### src/rtl/instr_encoder.sv
// RV32I field-bundle to machine-word encoder with valid/ready handshake.
// Optional immediate range checking is enabled by defining ENC_IMM_CHECK_EN.
module instr_encoder #(
  parameter logic [31:0] BASE_ADDR = 32'h0000_0000
) (
  input  logic        clk,
  input  logic        rst,
  input  logic        clr,
  input  logic        in_valid,
  output logic        in_ready,
  input  logic [3:0]  in_class,
  input  logic [2:0]  in_funct3,
  input  logic        in_f7b5,
  input  logic [4:0]  in_rd,
  input  logic [4:0]  in_rs1,
  input  logic [4:0]  in_rs2,
  input  logic [31:0] in_imm,
  output logic        out_valid,
  input  logic        out_ready,
  output logic [31:0] out_instr,
  output logic [31:0] out_addr,
  output logic        err
);

  typedef enum logic {
    RUN  = 1'b0,
    HALT = 1'b1
  } state_e;

  localparam logic [6:0] OP_R    = 7'b0110011;
  localparam logic [6:0] OP_IALU = 7'b0010011;
  localparam logic [6:0] OP_LOAD = 7'b0000011;
  localparam logic [6:0] OP_STOR = 7'b0100011;
  localparam logic [6:0] OP_BR   = 7'b1100011;
  localparam logic [6:0] OP_JAL  = 7'b1101111;
  localparam logic [6:0] OP_JALR = 7'b1100111;
  localparam logic [6:0] OP_LUI  = 7'b0110111;
  localparam logic [6:0] OP_AUI  = 7'b0010111;

  state_e      state_q, state_d;
  logic        vld_q, vld_d;
  logic [31:0] instr_q, instr_d;
  logic [31:0] addr_q, addr_d;
  logic        err_q, err_d;

  logic        accept;
  logic        xfer;
  logic        illegal;
  logic        cls_bad;
  logic        imm_bad;
  logic        is_shift;
  logic [31:0] word;

  assign in_ready  = (state_q == RUN) && (!vld_q || out_ready);
  assign accept    = in_valid && in_ready;
  assign xfer      = vld_q && out_ready;
  assign out_valid = vld_q;
  assign out_instr = instr_q;
  assign out_addr  = addr_q;
  assign err       = err_q;

  assign cls_bad  = in_class > 4'd8;
  assign is_shift = (in_funct3 == 3'b001) || (in_funct3 == 3'b101);

  // Pack the current bundle into an RV32I word.
  always_comb begin
    word = 32'h0;
    case (in_class)
      4'd0: word = {1'b0, in_f7b5, 5'b0, in_rs2, in_rs1,
                    in_funct3, in_rd, OP_R};
      4'd1: begin
        if (is_shift)
          word = {1'b0, in_f7b5, 5'b0, in_imm[4:0], in_rs1,
                  in_funct3, in_rd, OP_IALU};
        else
          word = {in_imm[11:0], in_rs1, in_funct3, in_rd, OP_IALU};
      end
      4'd2: word = {in_imm[11:0], in_rs1, in_funct3, in_rd, OP_LOAD};
      4'd3: word = {in_imm[11:5], in_rs2, in_rs1, in_funct3,
                    in_imm[4:0], OP_STOR};
      4'd4: word = {in_imm[12], in_imm[10:5], in_rs2, in_rs1,
                    in_funct3, in_imm[4:1], in_imm[11], OP_BR};
      4'd5: word = {in_imm[20], in_imm[10:1], in_imm[11],
                    in_imm[19:12], in_rd, OP_JAL};
      4'd6: word = {in_imm[11:0], in_rs1, 3'b000, in_rd, OP_JALR};
      4'd7: word = {in_imm[31:12], in_rd, OP_LUI};
      4'd8: word = {in_imm[31:12], in_rd, OP_AUI};
      default: word = 32'h0;
    endcase
  end

`ifdef ENC_IMM_CHECK_EN
  logic s12_ok;
  logic s13_ok;
  logic s21_ok;

  assign s12_ok = (&in_imm[31:11]) || !(|in_imm[31:11]);
  assign s13_ok = ((&in_imm[31:12]) || !(|in_imm[31:12]))
                  && !in_imm[0];
  assign s21_ok = ((&in_imm[31:20]) || !(|in_imm[31:20]))
                  && !in_imm[0];

  // Flag immediates that do not fit the target field.
  always_comb begin
    imm_bad = 1'b0;
    case (in_class)
      4'd1: imm_bad = is_shift ? (|in_imm[31:5]) : !s12_ok;
      4'd2,
      4'd3,
      4'd6: imm_bad = !s12_ok;
      4'd4: imm_bad = !s13_ok;
      4'd5: imm_bad = !s21_ok;
      4'd7,
      4'd8: imm_bad = |in_imm[11:0];
      default: imm_bad = 1'b0;
    endcase
  end
`else
  assign imm_bad = 1'b0;
`endif

  assign illegal = cls_bad || imm_bad;

  // Next-state: handshake, address advance, halt/clear control.
  always_comb begin
    state_d = state_q;
    vld_d   = vld_q;
    instr_d = instr_q;
    addr_d  = addr_q;
    err_d   = err_q;
    if (xfer) begin
      vld_d  = 1'b0;
      addr_d = addr_q + 32'd4;
    end
    if (accept) begin
      if (illegal) begin
        err_d   = 1'b1;
        state_d = HALT;
      end else begin
        vld_d   = 1'b1;
        instr_d = word;
      end
    end
    if (clr && state_q == HALT) begin
      err_d   = 1'b0;
      state_d = RUN;
    end
  end

  // State registers with synchronous reset.
  always_ff @(posedge clk) begin
    if (rst) begin
      state_q <= RUN;
      vld_q   <= 1'b0;
      instr_q <= 32'h0;
      addr_q  <= BASE_ADDR;
      err_q   <= 1'b0;
    end else begin
      state_q <= state_d;
      vld_q   <= vld_d;
      instr_q <= instr_d;
      addr_q  <= addr_d;
      err_q   <= err_d;
    end
  end

endmodule

### config.mk
export PLATFORM = sky130hd
export DESIGN_NAME = instr_encoder
export DESIGN_NICKNAME = d
export VERILOG_FILES = /design/src/rtl/instr_encoder.sv
export SDC_FILE = /design/constraint.sdc
export NUM_CORES = 1
export LEC_CHECK = 0
export ABC_AREA = 1
export CAP_MARGIN = 20
export CORE_UTILIZATION = 45
export DETAILED_ROUTE_END_ITERATION = 7
export PLACE_DENSITY = 0.86
export SYNTH_ARGS = -nofsm -noshare
export SYNTH_HDL_FRONTEND = slang
export SYNTH_SLANG_ARGS = --single-unit
### constraint.sdc
create_clock -name clk -period 1.7 [get_ports clk]
set_input_delay 0.255 -clock clk [delete_from_list [all_inputs] [get_ports clk]]
set_output_delay 0.255 -clock clk [all_outputs]
set_load 0.02 [all_outputs]
==> results.ini, run 1 <==
[min_path]
hp-class=reg -> reg

[global_routing]
grt_first_pass_wirelength_um=18700
antenna_found_initial=0
grt_pass1_vias=4159
grt_use_total_pct=27.8
grt.overflow.total=0
grt_max_degree=43

[worst_setup_path]
critPathTopFamily=buffers and inverters
startpoint_type=register
startpoint=out_addr[21]
r2r-end=out_addr[28]
timing_worst_setup_path_type=reg -> out
cp_num_buf_inv=2
r2r_slack_ns=0.16
cp.depth=2
slowest_stage=clkdlybuf4s50_1
worstRegToRegCells=6
cp_max_fo=4
arrival_ns=1.40
crit_chain=buf_4 > clkdlybuf4s50_1
cpPeakStageDelay_ns=0.59
cp-end-kind=output port
r2r_start=out_addr[15]
cp.required_ns=1.44
crit_path_end=out_addr[21]

[placed_design]
dp_hpwl_um=8460
dp.cells=842
place_worst_setup_slack_ns=-0.359
io_buffers=124
gp_congestion=0.895

[finish]
post-route-util_pct=71.0
antenna_cells=0
layout_commonest_cell=nand2_1
multi_input_area_um2=2040
fin_cells=858
fill_cells=625
area_growth_pct=52.2
final_cell_mix=nand2_1 (212), clkdlybuf4s50_1 (113), nand3_1 (78), nor2_1 (66), dfxtp_1 (61)
nets=812
ff_latch_area_um2=1260
drive_above_1_share_pct=10.1

[routing]
drt-initial-drc-count=209
wl_per_cell_um=13.2
detail_route.vias_per_cell=5.22
num_vias=4478
routed_wl_um=11400
drt_pass1_iterations=5
detail-route-antenna-nets=0
post-route-drc-count=0

[synthesis]
yosysSeqAreaShare_pct=35.0
yosysUniqueCellTypes=29
syn_avg_cell_area_um2=6.03
yosysWarnings=0
postSynthCellCount=598
synth.top_cell.area_share_pct=35.0
yosys_register_bits=63
yosys.area.top_type=dfxtp_1
yosys-top-cells-area=dfxtp_1 (35%), nand2_1 (22%), nand3_1 (11%)
syn-cell-area_um2=3600

[cts]
cts_setup_buffers=0
cts-root-buf=clkbuf_8
cts_made_buffers=9
path_clk_slew_ns=0.07
cts.sinks=63
cts_buffer_depth=2
cts_tree=done
clkLatencyLatePin_ns=0.34
postCtsHoldBufs=0
htree_levels=3

[sta]
max_freq_mhz=604
slew_violations=0
final-setup-viol-count=0
period_minus_slack_ns=1.66
skew_ns=0.0124
finalHoldViolations=0
setup_slack_ns=0.0433
period_share_pct=97.5
whs_ns=0.463

[floorplan]
die_y_um=91.5
rows=32
die_w_um=91.5
start_util_pct=46.6
ioPinCount=127
core_um2=7730
die-area_um2=8370

[power_and_ir_drop]
p_leak_nw=2.46
pwr_density_cell_nw_per_um2=663
ir_worst_vdd_v=0.000521
design_power_total_mw=3.64

[flow_run]
cap_violations=0

[outcome]
status=complete, no violations

==> through the flow <==
step | setup TNS [ns] | area, µm²
6_report | 0 | 5490
5_1_grt | -0.0172 | 5490
4_1_cts | 0 | 5440
3_5_place_dp | -10.88 | 5230
2_1_floorplan | 0 | 3610
3_3_place_gp | -8.04 | 5230
==> worst min-delay path by stage <==
stage                       from            to  slack [ns]  cells after the start
finish              out_instr[4]  out_instr[4]        0.46                      2
global placement    out_instr[4]  out_instr[4]        0.45                      2
floorplan                    clr           err        0.35                      1
global route                 clr           err        0.48                      2
detailed placement  out_instr[4]  out_instr[4]        0.45                      2
CTS                          clr           err        0.46                      2
==> cell usage after synthesis <==
cell and count:
a21oi_1 46, a21oi_4 1, a31oi_1 1, buf_1 1
buf_2 10, buf_4 4, buf_6 2, clkbuf_1 10
conb_1 1, dfxtp_1 63, ha_1 1, inv_1 48
inv_2 2, nand2_1 214, nand2_2 1, nand3_1 78
nand3b_1 1, nand4_1 8, nor2_1 70, nor2_2 2
nor2_4 1, nor3_1 3, nor3b_2 1, nor4_1 1
o21a_1 2, o21ai_0 21, o21ba_2 1, xnor2_1 2
xor2_1 2
==> repair_timing <==
item                                   in CTS  in global routing
resized for setup                           2                 20
endpoints found under the hold margin       0                  0
pin swaps                                   0                  2
setup endpoints to repair                   2                 43
==> logic make-up after synthesis <==
logic type                 after synthesis  synth area share [%]
AOI/OAI and AO/OA                       72                  10.6
and+or+nand+nor                        380                  43.8
adders and majority gates                1                 0.347
DFF                                     63                  35.0
other                                    1                 0.104
buffers and inverters                   77                  9.20
xor gates and xnor gates                 4                 0.972
==> where the power goes <==
group	leakage, nW	total [mW]	switching (mW)	internal (mW)
sequential	0.511	1.54	0.0241	1.51
clock	0.110	1.43	0.602	0.824
combinational	1.84	0.676	0.348	0.327
total	2.46	3.64	0.974	2.66
==> per-layer routing <==
layer  global-route usage (%)  vias to the layer above  share of wire [%]
met5                        0                        -                  0
met4                     9.52                        0                2.0
met3                     8.38                       23                8.7
met2                     49.2                      215                 50
met1                     31.6                     2026                 39
li1                         -                     2214                  -
==> worst min-delay path, cell delays in order (launching register included) <==
cell,delay (ns)
dfxtp_1,0.31
nand2_1,0.06
a21oi_1,0.05
==> flip-flops by register name, summed over array words and instances, names as in the netlist <==
name	count
err	1
out_instr	31
out_valid	1
out_addr	30
==> area by class of cell <==
class                   count  share of cell area (%)
clock buffers              10                    2.33
clock inverters             6                    1.53
flip-flops and latches     63                    23.0
well taps                 102                    2.33
multi-input cells         459                    37.1
inverters                  50                    3.47
repair buffers            168                    30.2
Note: power is estimated with default switching activity, not from simulation.
==> run 2: changes to the inputs <==
CORE_UTILIZATION = 43   (was 45)
PLACE_DENSITY = 0.83   (was 0.86)
==> results.ini, run 2 (same netlist as run 1, synthesis figures left out) <==
[outcome]
status=complete, no violations

[worst_setup_path]
cp.required_ns=1.44  ; about the same
cp_num_buf_inv=1  ; -1
crit_chain=clkdlybuf4s50_1
critPathTopFamily=buffers and inverters
cpPeakStageDelay_ns=0.63  ; +0.04 ns
cp-end-kind=output port
slowest_stage=clkdlybuf4s50_1
arrival_ns=1.39  ; about the same
timing_worst_setup_path_type=reg -> out
startpoint_type=register
cp_max_fo=4  ; unchanged

[cts]
cts.sinks=63  ; unchanged
cts_made_buffers=9  ; unchanged
cts_buffer_depth=2  ; unchanged
htree_levels=3  ; unchanged
postCtsHoldBufs=0  ; unchanged
cts-root-buf=clkbuf_8
path_clk_slew_ns=0.07  ; about the same
clkLatencyLatePin_ns=0.35  ; about the same
cts_tree=done

[finish]
drive_above_1_share_pct=11.1  ; +1.0 points
area_growth_pct=52.4
antenna_cells=0  ; unchanged
final_cell_mix=nand2_1 (213), clkdlybuf4s50_1 (113), nand3_1 (76), nor2_1 (64), dfxtp_1 (60)
layout_commonest_cell=nand2_1
nets=814  ; +0.25%
largest_reg_flops=31  ; unchanged

[routing]
drt_pass1_iterations=5  ; unchanged
wl_per_cell_um=13.4  ; +1.2%
drt-initial-drc-count=213  ; +1.9%
num_vias=4521  ; +0.96%
post-route-drc-count=0  ; unchanged
detail-route-antenna-nets=0  ; unchanged
detail_route.vias_per_cell=5.24  ; +0.38%
routed_wl_um=11600  ; +1.8%

[power_and_ir_drop]
p_leak_nw=2.47  ; +0.17%
swShare_pct=27.7  ; +0.87 points
pwr-share-comb_pct=18.5  ; about the same
p_int_mw=2.58  ; -3.1%
pwr_density_cell_nw_per_um2=649  ; -2.0%
power.share.clock_pct=38.4  ; -0.8 points
ir_worst_vdd_v=0.000334  ; -36%
p_switching_uw=987  ; +1.3%
p_seq_share_pct=43.1  ; +0.9 points
design_power_total_mw=3.57  ; -1.9%

[placed_design]
io_buffers=124  ; unchanged
gp_congestion=0.887  ; -0.91%
dp_hpwl_um=8430  ; -0.27%

[global_routing]
grt_pass1_vias=4325  ; +4.0%
grt.overflow.total=0  ; unchanged
grt_use_total_pct=27.4  ; -0.46 points
grt_max_degree=30  ; -30%
grt_first_pass_wirelength_um=18900  ; +1.1%
antenna_found_initial=0  ; unchanged

[sta]
max_freq_mhz=608  ; +0.69%
slew_violations=0  ; unchanged
finalHoldViolations=0  ; unchanged
period_share_pct=96.8  ; -0.66 points
skew_ns=0.0115  ; -0.000903 ns
final-setup-viol-count=0  ; unchanged
period_minus_slack_ns=1.65  ; -0.0113 ns
whs_ns=0.463  ; -0.000594 ns

[floorplan]
core_um2=8180  ; +5.8%
rows=33  ; +3.1%
die-area_um2=8750  ; +4.6%
ioPinCount=127  ; unchanged
start_util_pct=44.1  ; -2.6 points
die_w_um=93.6  ; +2.3%
die_y_um=93.6  ; +2.3%

[flow_run]
cap_violations=0  ; unchanged

[min_path]
hp-class=reg -> reg

==> run 2: cell types whose count changed in the layout (fill, tap and decap cells not counted), sizes merged <==
cell          delta
buf              +2
bufinv           -1
clkbuf           +1
clkinvlp         +1
dlygate4sd2      +1
dlymetal6s2s     -1
inv              -1
==> run 2: worst min-delay path, stage by stage, from the launching register on <==
cell and delay [ns]:
dfxtp_1 0.31, nand2_1 0.06, a21oi_1 0.05
==> run 2: worst paths after layout <==
| kind | endpoint | from | slack, ns | depth (start not counted) |
|---|---|---|---|---|
| min reg2reg | out_instr[5] | out_instr[5] | 0.46 | 2 |
| min | out_instr[5] | out_instr[5] | 0.46 | 2 |
| max reg2reg | out_addr[22] | out_addr[2] | 0.09 | 10 |
| max | out_addr[19] | out_addr[19] | 0.05 | 1 |
==> run 2: power groups by stage <==
| stage | clock, mW | sequential (mW) | combinational, mW |
|---|---|---|---|
| floorplan | 0 | 1.61 | 0.266 |
| global placement | 0 | 1.57 | 0.632 |
| detailed placement | 0 | 1.57 | 0.650 |
| CTS | 1.39 | 1.54 | 0.651 |
| global route | 1.47 | 1.54 | 0.719 |
| finish | 1.37 | 1.54 | 0.659 |
==> run 2: layout make-up <==
cell class              count  area (µm²)
well taps                 105         131
multi-input cells         459        2060
clock inverters             5        56.3
flip-flops and latches     63        1270
fillers                   698        2680
inverters                  50         190
repair buffers            170        1640
clock buffers              11         151
==> run 2: metal layers <==
layer  wire length, µm  global-route usage (%)
met1              4460                    30.0
met2              5910                    49.6
met3               953                    6.42
met4               248                    12.6
met5                 0                       0
==> run 2: repair_timing <==
item | in CTS | in global routing
pin swaps | 0 | 6
resized for setup | 3 | 27
endpoints found under the setup margin | 3 | 47
buffers inserted | 0 | 2
cloned | 0 | 1
==> run 2: stage by stage <==
step | utilization (%) | area, µm² | TNS, ns | worst slack [ns] | instances
6_report | 67.2 | 5490 | 0 | 0.0546 | 863
5_1_grt | 67.2 | 5490 | -0.0352 | -0.0331 | 863
4_1_cts | 66.0 | 5390 | 0 | 0.0167 | 860
3_5_place_dp | 63.5 | 5190 | -11.21 | -0.338 | 844
3_3_place_gp | 63.5 | 5190 | -7.99 | -0.221 | 844
2_1_floorplan | - | 3610 | 0 | 0.0679 | 599
